**src/rtl/bus_width_increase.sv**
```systemverilog
// bus_width_increase: packs narrow SIZE_IN beats into SIZE_OUT words.
// Little-endian lanes; input_last closes a partial word with zero fill.
module bus_width_increase #(
  parameter  int SIZE_IN  = 8,
  parameter  int SIZE_OUT = 32,
  localparam int RATIO    = SIZE_OUT / SIZE_IN
) (
  input  logic                clk,
  input  logic                reset_n,
  output logic                input_ready,
  input  logic                input_valid,
  input  logic                input_last,
  input  logic [SIZE_IN-1:0]  data_in,
  input  logic                output_ready,
  output logic                output_valid,
  output logic                output_last,
  output logic [RATIO-1:0]    output_keep,
  output logic [SIZE_OUT-1:0] data_out
);

  localparam int IDX_W = (RATIO > 1) ? $clog2(RATIO) : 1;
  localparam logic [IDX_W-1:0] LAST_IDX = IDX_W'(RATIO - 1);

  generate
    if (RATIO < 2 || (SIZE_OUT % SIZE_IN) != 0) begin : g_bad_ratio
      $error("bus_width_increase: SIZE_OUT/SIZE_IN must be an integer >= 2");
    end
  endgenerate

  typedef enum logic {
    FILL = 1'b0,
    HOLD = 1'b1
  } state_t;

  state_t state, state_d;

  logic [SIZE_OUT-1:0] acc_data;
  logic [RATIO-1:0]    acc_keep;
  logic                acc_last;
  logic [IDX_W-1:0]    idx;

  logic [SIZE_OUT-1:0] w_data;
  logic [RATIO-1:0]    w_keep;
  logic                slot_free;
  logic                accept;
  logic                complete;
  logic                load;

  logic [SIZE_OUT-1:0] src_data;
  logic [RATIO-1:0]    src_keep;
  logic                src_last;

  assign input_ready = (state == FILL);
  assign slot_free   = !output_valid || output_ready;
  assign accept      = input_valid && (state == FILL);
  assign complete    = accept && (input_last || idx == LAST_IDX);

  // Accumulator contents with the incoming beat merged into lane idx.
  always_comb begin
    w_data = acc_data;
    w_keep = acc_keep;
    w_data[idx*SIZE_IN +: SIZE_IN] = data_in;
    w_keep[idx] = 1'b1;
  end

  // Word handed to the output register: held word in HOLD, else live merge.
  always_comb begin
    src_data = w_data;
    src_keep = w_keep;
    src_last = input_last;
    if (state == HOLD) begin
      src_data = acc_data;
      src_keep = acc_keep;
      src_last = acc_last;
    end
  end

  // State register.
  always_ff @(posedge clk or negedge reset_n) begin
    if (!reset_n) begin
      state <= FILL;
    end else begin
      state <= state_d;
    end
  end

  // Next state and output-register load decision.
  always_comb begin
    state_d = state;
    load    = 1'b0;
    unique case (state)
      FILL: begin
        if (complete) begin
          if (slot_free) begin
            load = 1'b1;
          end else begin
            state_d = HOLD;
          end
        end
      end
      HOLD: begin
        if (slot_free) begin
          load    = 1'b1;
          state_d = FILL;
        end
      end
      default: state_d = FILL;
    endcase
  end

  // Accumulator: merge beats, clear once the word leaves for the output.
  always_ff @(posedge clk or negedge reset_n) begin
    if (!reset_n) begin
      acc_data <= '0;
      acc_keep <= '0;
      acc_last <= 1'b0;
      idx      <= '0;
    end else if (load) begin
      acc_data <= '0;
      acc_keep <= '0;
      acc_last <= 1'b0;
      idx      <= '0;
    end else if (accept) begin
      acc_data <= w_data;
      acc_keep <= w_keep;
      acc_last <= input_last;
      if (!complete) begin
        idx <= idx + 1'b1;
      end
    end
  end

  // Output register: loads a finished word, drops valid once consumed.
  always_ff @(posedge clk or negedge reset_n) begin
    if (!reset_n) begin
      output_valid <= 1'b0;
      output_last  <= 1'b0;
      output_keep  <= '0;
      data_out     <= '0;
    end else if (load) begin
      output_valid <= 1'b1;
      output_last  <= src_last;
      output_keep  <= src_keep;
      data_out     <= src_data;
    end else if (output_ready) begin
      output_valid <= 1'b0;
    end
  end

endmodule

```
**config.mk**
```make
export PLATFORM = sky130hd
export DESIGN_NAME = bus_width_increase
export DESIGN_NICKNAME = d
export VERILOG_FILES = /design/src/rtl/bus_width_increase.sv
export SDC_FILE = /design/constraint.sdc
export NUM_CORES = 1
export LEC_CHECK = 0
export ABC_CLOCK_PERIOD_IN_PS = 3100
export CAP_MARGIN = 40
export CORE_ASPECT_RATIO = 1.2
export CORE_UTILIZATION = 59
export DETAILED_ROUTE_END_ITERATION = 8
export PLACE_DENSITY = 0.85
export SYNTH_ARGS = -nofsm -noshare
export SYNTH_HDL_FRONTEND = slang
export SYNTH_SLANG_ARGS = --single-unit
export TNS_END_PERCENT = 10
```
**constraint.sdc**
```tcl
create_clock -name clk -period 3.1 [get_ports clk]
set_input_delay 0.93 -clock clk [delete_from_list [all_inputs] [get_ports clk]]
set_output_delay 0.93 -clock clk [all_outputs]
set_load 0.01 [all_outputs]
```
; ---- Yosys cells after proc, flatten, opt, wreduce, memory -nomap -nowiden
; Cells that the tools add are included.
[totals]
reg_bits = 78
in_bits = 13
out_inout_bits = 39
wordCells = 51
[op_classes]
add_sub_neg = 2
n_lt_le_gt_ge = 2
eq_ne = 2
shift = 2
muxes = 23
bitwise = 2
n_reduce_logical = 9
[op_table]
columns = operator, count
row1 = 2-to-1 mux 32 bit, 3
row2 = negation 5 -> 34 bit, 1
row3 = "variable shift 8 x 34 -> 32 bit, first input constant", 1
row4 = variable part select 8 x 34 -> 32 bit, 1
row5 = bitwise mux 32 bit, 1
row6 = 2-to-1 mux 4 bit, 3
row7 = 2-to-1 mux 1 bit, 10
row8 = 2-to-1 mux 2 bit, 3
row9 = bitwise OR 4 bit, 1
row10 = one-hot mux 1 bit (2 select lines), 2
row11 = nonzero test 2 bit, 2
row12 = logical AND 1 bit, 3
row13 = "< comparator 2 x 3 -> 1 bit, second input constant", 1
row14 = "adder 2 x 1 -> 2 bit, second input constant", 1
row15 = demux 1 bit (select 2 bit), 1
row16 = "equality test 2 bit, second input constant", 1
row17 = "greater-or-equal comparator 2 x 1 -> 1 bit, second input constant", 1
row18 = logical OR 1 bit, 2
row19 = "!= test 2 x 1 -> 1 bit, second input constant", 1
row20 = AND reduction 2 bit, 1
row21 = zero test 1 bit, 1
row22 = inverter 1 bit, 1

; ---- Longest topological paths before layout
[depth]
word_depth = 7
mapped_depth = 8

; ---- Worst setup path after synthesis
; Ideal clock, no wire load.
[synth_timing]
path_kind = register to register
startpoint = register idx[0]
endpoint = register data_out[23]
setup_ps = 125
arrival_time_ps = 2010
required_time_ps = 2975
path_slack_ps = 965
stages_incl_launch_ff = 9
period_less_slack_ps = 2135
path_cell_list = dfrtp_1 buf_2 inv_1 ha_1 buf_2 nor2b_4 buf_2 a32o_1 mux2_2
[synth_between]
elab_chain_cells = 5
[synth_lines]
columns = item, line
row1 = start: declaration, 40  ; logic [IDX_W-1:0] idx;
row2 = start signal: assignment, 128  ; idx <= idx + 1'b1;
row3 = "parallel branches: the longest is 5 deep, another holds negation 5 -> 34 bit", -
row4 = end signal: assignment, 144  ; data_out <= src_data;
row5 = end: declaration, 18  ; output logic [SIZE_OUT-1:0] data_out
; Parallel ways; which one is timed is not known.
; A chain may end at the register's enable or synchronous reset.

; ---- Worst setup path after layout
[layout_timing]
startpoint = register state
endpoint = output port input_ready
[layout_between]
elab_chain_cells = 1
[layout_lines]
columns = item, line
row1 = start: declaration, 35  ; state_t state, state_d;
row2 = start signal: assignment, 83  ; state <= state_d;
row3 = inverter 1 bit, -
row4 = end: declaration, 10  ; output logic input_ready,
; Every way passes these cells.

==> results.ini <==
[finish]
mostFrequentLayoutCell=dfrtp_1
syn_to_final_growth_pct=18.7
drive_gt1_share_pct=16.2
nets=399
final_cell_mix=78 x dfrtp_1, 50 x clkdlybuf4s50_1, 27 x mux2_2, 25 x nor2_1, 23 x a21oi_1
utilization_pct=72.1
fill_cells=468
diodes=0

[detailed_routing]
drt_iter0_markers=299
dr_total_vias=2999
drc=0
first_pass_iters=7
ant_nets=0
wl_per_cell_um=19.2
wirelength_um=8960
avgViaCountPerCell=6.42

[synthesis]
synth_edf_count=0
yosys_warnings=0
synthCells=335
async_flop_share_pct=100
ys_seq_elements=78
synth-main-ff-cell=dfrtp_1
synth_nets=356
netlist_area_um2=3890
synth.distinct_cells=38
ys_seq_area_share_pct=50.2
syn_area_per_cell_um2=11.6

[place]
dp_slack_ps=439
routabilityCongestion=0.869
place_hpwl_um=5960
numPortBuffers=51

[clock_tree]
clock-sinks=78
post_cts_buffers=0
cts_buffer_depth=2
holdBufCountCts=0
cts_buffers=9
cts_tree=built
cts-root-buf=clkbuf_8
worstSkewPairLatency_ps=360
cts.htree.levels=3
cts_resized=0
clk_pin_slew_ps=90

[power_and_ir_drop]
power_density_nw_per_um2=666
power_leakage_nw=2.05
peakVddDrop_mv=0.594

[setup_path]
critPathLaunch=state
end_kind=primary output
critPathKind=reg2out
crit_path_start_kind=register
crit_slowest_cell=clkdlybuf4s50_1
slowest_delay_ps=610
r2r-start=idx[1]
worstPathRequired_ps=2170
critPathArrivalTime_ps=1640
crit_path_max_fanout=11
path_cells=inv_1 -> clkdlybuf4s50_1

[die]
die_x_um=76.1
dieArea_um2=6930
start_util_pct=60.7
die_h_um=91.0
fp.coreArea_um2=6410
fp-row-count=32
io_pins=52

[sta]
fin_worst_skew_ps=13.4
hold_violations=0
rsz0062_at_grt=false
fin_crit_ps=2570
worst_slack_ps=526
setup_viol=0
drv_slew=0
tns_ps=0
clock.fmax_ghz=0.389
max_slew_margin_pct=61.8
min_period_over_period_pct=83.0
tightest_slew_ps=572

[global_route]
grt_usage_pct=27.6
grt_pass1_vias=2923
overflow=0
antenna_found_initial=0
grt_pass1_wl_um=14700
grt_max_degree=66

[run]
cap_violations=0

[min_path]
hp-class=in2async

[outcome]
status=finished, final reports clean

-- Yosys cell counts, types with 5 or more instances --
cell type / n / area, um^2
clkbuf_1: 5 / 18.8
a32o_1: 22 / 220
ha_1: 8 / 100
nand2b_1: 5 / 31.3
nor2b_1: 10 / 62.6
buf_6: 7 / 78.8
buf_2: 6 / 30.0
mux2i_1: 5 / 50.1
mux2_2: 27 / 304
a22o_1: 10 / 87.6
a21oi_1: 23 / 115
nand4_1: 7 / 43.8
nand3_1: 9 / 45.0
inv_1: 8 / 30.0
nand2_1: 17 / 63.8
nor2_1: 25 / 93.8
dfrtp_1: 78 / 1950
mux2_1: 7 / 78.8
a32oi_1: 15 / 131
buf_4: 6 / 45.0
and3b_1: 5 / 43.8
-- report_power, final --
group | leakage, nW | internal [mW] | switching, mW
Sequential | 1.07 | 1.16 | 0.0880
Combinational | 0.888 | 0.469 | 0.615
Clock | 0.0992 | 0.367 | 0.373
-- worst max-delay path, delay by kind of cell, from the launching register on --
kind / cells / cell delay (ps)
DFF: 1 / 380
buffers and inverters: 2 / 910
-- path summary, 6_finish.rpt --
check                          endpoint  slack (ps)  depth (start not counted)
setup / recovery            input_ready         530                          2
hold / removal             data_out[17]         410                          1
setup reg to reg           data_out[11]         910                          6
hold reg to reg             data_out[8]         490                          1
max in group asynchronous   acc_keep[3]        2120                          2
min in group clk            data_out[8]         490                          1
-- registers in the layout, indices dropped and copies added (netlist names) --
signal and cells:
output_keep 4, output_last 1, data_out 32, acc_keep 4, state 1, acc_last 1
acc_data 32, idx 2, output_valid 1
-- kinds of logic (layout without fill, tap and decap cells) --
kind of cell | after synthesis | after routing | share of synthesized area [%]
fa+ha+maj | 8 | 8 | 2.57
mux | 39 | 39 | 11.1
compound gates | 78 | 78 | 15.7
flops | 78 | 78 | 50.2
simple gates | 95 | 95 | 14.7
buf+inv | 37 | 84 | 5.72
-- cell type report --
type	count	area [um^2]	share of cell area (%)
flip-flops and latches	78	1950	42.3
multi-input cells	220	1730	37.4
repair buffers	61	616	13.3
clock buffers	9	124	2.68
well taps	85	106	2.30
clock inverters	6	62.6	1.35
inverters	8	30.0	0.650
-- per-stage QoR --
step,instances,power (mW),hold WS [ps],instance area [um^2]
after global routing,467,3.23,406,4620
after global placement,451,2.29,467,4400
final,467,3.07,407,4620
after floorplan,335,1.98,463,3890
after CTS,467,3.07,408,4620
after detailed placement,452,2.33,475,4430
-- layer usage --
metal	track usage, %	share of wire (%)	routed length, um
met1	36.4	41	3650
met2	43.9	49	4400
met3	4.62	7.1	636
met4	14.4	3.1	275
met5	0	0	0
Note: power is estimated with default switching activity, not from simulation.
